File: src/rtl/clink_uart_tx.sv
// Camera Link SerTC transmitter: byte FIFO from the register block feeding an 8N1 UART.
// Frames are sent back-to-back while bytes remain queued; uart_tx is always registered.
module clink_uart_tx #(
    parameter int CLK_FREQ_HZ = 100_000_000,
    parameter int BAUD_RATE   = 9600,
    parameter int FIFO_DEPTH  = 16
) (
    input  logic                          s_axi_aclk,
    input  logic                          s_axi_aresetn,
    input  logic                          wr_en,
    input  logic [7:0]                    wr_data,
    output logic                          fifo_full,
    output logic [$clog2(FIFO_DEPTH):0]   fifo_count,
    output logic                          tx_busy,
    output logic                          overflow,
    input  logic                          clear_overflow,
    output logic                          uart_tx
);

    localparam int          AW         = $clog2(FIFO_DEPTH);
    localparam int          BIT_CYCLES = CLK_FREQ_HZ / BAUD_RATE;
    localparam logic [15:0] BAUD_LAST  = 16'(BIT_CYCLES - 1);
    localparam logic [AW:0] DEPTH_L    = (AW+1)'(FIFO_DEPTH);

    typedef enum logic [1:0] {S_IDLE, S_START, S_DATA, S_STOP} state_t;

    logic [7:0]  r_mem [FIFO_DEPTH];
    logic [AW:0] r_wr_ptr, r_rd_ptr;
    logic [AW:0] w_count;
    logic        w_full, w_empty, w_push, w_pop;
    logic [7:0]  w_head;

    state_t      r_state, w_state_nx;
    logic [15:0] r_baud, w_baud_nx;
    logic [2:0]  r_bit_idx, w_bit_nx;
    logic [7:0]  r_shift, w_shift_nx;
    logic        r_tx, w_tx_nx;
    logic        r_overflow;
    logic        w_bit_end;

    // Pointers carry one extra wrap bit so full and empty are distinguishable.
    assign w_count = r_wr_ptr - r_rd_ptr;
    assign w_full  = (w_count == DEPTH_L);
    assign w_empty = (w_count == '0);
    assign w_push  = wr_en & ~w_full;
    assign w_head  = r_mem[r_rd_ptr[AW-1:0]];

    always_ff @(posedge s_axi_aclk) begin
        if (w_push) r_mem[r_wr_ptr[AW-1:0]] <= wr_data;
    end

    always_ff @(posedge s_axi_aclk or negedge s_axi_aresetn) begin
        if (!s_axi_aresetn) begin
            r_wr_ptr <= '0;
            r_rd_ptr <= '0;
        end else begin
            if (w_push) r_wr_ptr <= r_wr_ptr + 1'b1;
            if (w_pop)  r_rd_ptr <= r_rd_ptr + 1'b1;
        end
    end

    // A write that finds the FIFO full is dropped even if a pop frees a slot this cycle.
    always_ff @(posedge s_axi_aclk or negedge s_axi_aresetn) begin
        if (!s_axi_aresetn)        r_overflow <= 1'b0;
        else if (wr_en && w_full)  r_overflow <= 1'b1;
        else if (clear_overflow)   r_overflow <= 1'b0;
    end

    assign w_bit_end = (r_baud == BAUD_LAST);

    always_ff @(posedge s_axi_aclk or negedge s_axi_aresetn) begin
        if (!s_axi_aresetn) begin
            r_state   <= S_IDLE;
            r_baud    <= '0;
            r_bit_idx <= '0;
            r_shift   <= '0;
            r_tx      <= 1'b1;
        end else begin
            r_state   <= w_state_nx;
            r_baud    <= w_baud_nx;
            r_bit_idx <= w_bit_nx;
            r_shift   <= w_shift_nx;
            r_tx      <= w_tx_nx;
        end
    end

    // Next-state logic also computes the next line level so uart_tx comes straight from a flop.
    always_comb begin
        w_state_nx = r_state;
        w_baud_nx  = r_baud + 16'd1;
        w_bit_nx   = r_bit_idx;
        w_shift_nx = r_shift;
        w_tx_nx    = r_tx;
        w_pop      = 1'b0;
        case (r_state)
            S_IDLE: begin
                w_baud_nx = '0;
                w_tx_nx   = 1'b1;
                if (!w_empty) begin
                    w_pop      = 1'b1;
                    w_shift_nx = w_head;
                    w_state_nx = S_START;
                    w_tx_nx    = 1'b0;
                end
            end
            S_START: begin
                if (w_bit_end) begin
                    w_baud_nx  = '0;
                    w_bit_nx   = '0;
                    w_state_nx = S_DATA;
                    w_tx_nx    = r_shift[0];
                end
            end
            S_DATA: begin
                if (w_bit_end) begin
                    w_baud_nx  = '0;
                    w_shift_nx = {1'b0, r_shift[7:1]};
                    w_bit_nx   = r_bit_idx + 3'd1;
                    w_tx_nx    = r_shift[1];
                    if (r_bit_idx == 3'd7) begin
                        w_state_nx = S_STOP;
                        w_tx_nx    = 1'b1;
                    end
                end
            end
            S_STOP: begin
                if (w_bit_end) begin
                    w_baud_nx = '0;
                    if (!w_empty) begin
                        w_pop      = 1'b1;
                        w_shift_nx = w_head;
                        w_state_nx = S_START;
                        w_tx_nx    = 1'b0;
                    end else begin
                        w_state_nx = S_IDLE;
                        w_tx_nx    = 1'b1;
                    end
                end
            end
            default: begin
                w_state_nx = S_IDLE;
                w_baud_nx  = '0;
                w_tx_nx    = 1'b1;
            end
        endcase
    end

    assign fifo_full  = w_full;
    assign fifo_count = w_count;
    assign tx_busy    = (r_state != S_IDLE);
    assign overflow   = r_overflow;
    assign uart_tx    = r_tx;

endmodule

File: config.mk
export PLATFORM = sky130hd
export DESIGN_NAME = clink_uart_tx
export DESIGN_NICKNAME = d
export VERILOG_FILES = /design/src/rtl/clink_uart_tx.sv
export SDC_FILE = /design/constraint.sdc
export NUM_CORES = 1
export LEC_CHECK = 0
export CAP_MARGIN = 20
export CORE_ASPECT_RATIO = 1.4
export CORE_MARGIN = 3
export CORE_UTILIZATION = 40
export CTS_BUF_LIST = sky130_fd_sc_hd__clkbuf_4 sky130_fd_sc_hd__clkbuf_8
export DETAILED_ROUTE_END_ITERATION = 6
export GPL_TIMING_DRIVEN = 0
export PLACE_DENSITY_LB_ADDON = 0.08
export SYNTH_ARGS = -nofsm -noshare
export SYNTH_HDL_FRONTEND = slang
export SYNTH_SLANG_ARGS = --single-unit
File: constraint.sdc
create_clock -name s_axi_aclk -period 3.9 [get_ports s_axi_aclk]
set_input_delay 0.78 -clock s_axi_aclk [delete_from_list [all_inputs] [get_ports s_axi_aclk]]
set_output_delay 0.78 -clock s_axi_aclk [all_outputs]
set_load 0.05 [all_outputs]
==> run metrics <==
NetSw between 2 and 2.5 mW; via count 3960; # Max-Cap Violations 0; critical-path cell list inv_1 > ha_1 > inv_1 > fa_1 > xor2_2 > a211o_1 > a211oi_4 > clkbuf_4; critical path launch point type flop; Root Buffer clkbuf_8; Initial Util 0.4091; clock period minus worst slack 3.693 ns; IO Pins 21; worst stage delay on the critical path 0.43 ns; Slew headroom 0.4770; final-report hold violation count 0; Power Density 763.7 nW/um2; Skew-Pair Late Insertion Delay 0.44 ns; post-CTS setup repair buffer count 0; Final Max Slew Viols 0; vias in the first global route between 4000 and 5000; initial antenna violation count 0; Post-synth ARST share 0.2426; Max VDD drop 0.3963 mV; Routed WL per cell 20.17 um; Setup WS pre-CTS -0.7167 ns; Synth area leader edfxtp_1; top cells by count, synth 128 x edfxtp_1, 40 x dfrtp_1, 36 x mux2i_1; ys flop type edfxtp_1; Mapped Cells 470; drt total wl around 15000 um; reg2reg path depth 10; CP Data Arrival Time 2.91 ns; # H-tree levels 4; Tot Pwr 6.311 mW; Comb pwr share 0.439; Overflow after GRT 0; actual slew at the worst max-slew pin 0.7820 ns; Flop pwr share 0.380; Achievable Freq 0.2707 GHz; number of synthesized flops with an enable pin 128; CTS Buf Count 17; 1st-iter DRT viols 181; GRT Util Overall 0.1599; worst setup margin 0.2065 ns; syn_nets between 500 and 600; HP Class input pin to asynchronous set/reset pin; sequential share of the synthesized area 0.6615; Post-CTS Hold Buffers 0; drt pass-1 iters 5; Syn Std Cell Area 7363 um2; kind of critical path flop to output pin; Yosys warnings 0; r2r endpoint r_mem[5][5]; CTS max path bufs 2; flops & latches, synth 169; Min Hold Slack 0.3091 ns; Syn-to-layout area delta 12.22%; first-pass GRT wire length 23470 um; Final HPWL DP 10560 um; Core Rows 58; r2r setup slk 0.53 ns; TritonCTS clock tree yes; DRT antenna net count 0; Non-Filler Instances 762; clock-pin transition on the worst setup and hold timing paths 0.09 ns; Critical R2R Launch r_wr_ptr[0]; synth unique cells approximately 50; Critical Path RT roughly 3.1 ns; RSZ-0062 raised after global routing no; Core ar. 18000 um2; clock share of power 0.181; DP Area 7901 um2; most used cell, CP inv_1; largest net degree at the start of global routing 22; Worst path slowest cell fa_1; Internal 3.894 mW; die area between 20000 and 25000 um2; kind of end point of the critical path output pin; Vias/cell 5.197; worst-path maximum fanout 6; top cell type's share of synthesized area 0.5220; Clock Sink Count 169; DRC Markers 0; Sw Share 0.3830; final setup fails 0; share of cells above drive strength 1 0.1513; top post-synthesis cells by area edfxtp_1 52%, dfrtp_1 14%, mux4_2 5.8%; fillers 1679; Final Cycle Share 0.9470; post-synthesis area per instance roughly 16 um2; die extent in x 120.7 um; ant diodes 0; PortBufs 20; Lkg Pwr 3.079 nW; status complete, no violations; Routability Congestion ~0.78; Nets 540; count leader, synth edfxtp_1; fin area 8263 um2; cell total after placement ~730; skew final 0.007562 ns; die height ~170 um
metal layers:
layer	routed length (um)	track usage	vias to the layer above
li1	-	-	1880
met4	243	0.05276	0
met5	0	0	-
met3	356	0.03125	12
met1	6534	0.1927	2016
met2	8234	0.2855	52
worst max-delay path by stage:
stage | end | startpoint | cells past startpoint
after floorplan | r_mem[12][0] | r_rd_ptr[1] | 10
after global placement | fifo_full | r_rd_ptr[1] | 8
after detailed placement | fifo_full | r_rd_ptr[1] | 8
after CTS | fifo_full | r_rd_ptr[1] | 7
after global routing | fifo_full | r_wr_ptr[0] | 8
final | fifo_full | r_wr_ptr[0] | 8
worst max-delay path, delay by kind of cell, from the launching register on:
family / cells / cell delay (ns)
fa+ha+maj: 2 / 0.61
buf+inv: 3 / 0.52
flops: 1 / 0.42
compound gates: 2 / 0.70
xor+xnor: 1 / 0.21
cells in the final DEF, fill, tap and decap left out, types with 2 or more instances in the layout:
master,count
clkinv_1,4
and3_1,19
nor2b_1,6
a32oi_1,7
clkinv_4,3
dfrtp_1,39
nand3_1,14
buf_2,7
mux2_2,3
a31oi_1,7
o21ai_0,13
nor3b_1,2
xor2_1,13
clkinvlp_4,2
mux4_2,19
nor2_1,20
ha_1,18
nor4b_1,2
mux2i_1,36
buf_6,3
nand4b_1,2
or3_1,3
nand2b_1,2
edfxtp_1,128
clkbuf_1,9
nand2_1,18
xnor2_1,9
or2_2,2
mux2_4,7
a21oi_1,8
inv_1,14
clkbuf_8,17
a22oi_1,7
nand3b_1,2
a22o_1,5
and2_1,5
clkdlybuf4s50_1,18
inv_6,2
flip-flops by register name, indices dropped and copies added, names as in the netlist:
name       cells
r_shift        8
r_rd_ptr       5
r_baud        16
r_wr_ptr       5
r_state        2
r_mem        128
uart_tx        1
r_bit_idx      3
overflow       1
power groups by stage:
stage | Sequential, mW | Combinational (mW) | Clock (mW)
floorplan | 2.41 | 2.06 | 0
global placement | 2.43 | 2.79 | 0
detailed placement | 2.44 | 2.82 | 0
CTS | 2.40 | 2.82 | 1.19
global route | 2.43 | 3.02 | 1.25
finish | 2.40 | 2.77 | 1.14
area by class of cell:
class                           count  area, um2  share of cell area
Sequential cell                   169       4872              0.5896
Multi-Input combinational cell    267       2357              0.2853
Tap cell                          240      300.3             0.03634
Clock buffer                       17      234.0             0.02832
Timing Repair Buffer               21      220.2             0.02665
Clock inverter                     15      125.1             0.01514
Buffer                             18      97.59             0.01181
Inverter                           15      56.30            0.006814
what timing repair did:
| action | in CTS | in global routing |
|---|---|---|
| pin swaps | 0 | 1 |
| gates resized for setup | 7 | 3 |
| setup endpoints to repair | 83 | 2 |
logic make-up after synthesis:
group	after synthesis	share of synthesized area
adder cells (fa/ha/maj)	19	0.03331
flip-flops	169	0.6615
XOR/XNOR	23	0.02736
AO/OA/AOI/OAI	57	0.05573
multiplexers	65	0.1259
AND/OR/NAND/NOR	103	0.07579
buffers and inverters	34	0.02039
stage by stage:
stage,utilization,TNS [ns]
6_report,0.4591,0
5_1_grt,0.4591,0
4_1_cts,0.4587,0
3_5_place_dp,0.4390,-23.00
3_3_place_gp,0.4378,-18.67
2_1_floorplan,-,0
(Power assumes the default switching activity.)
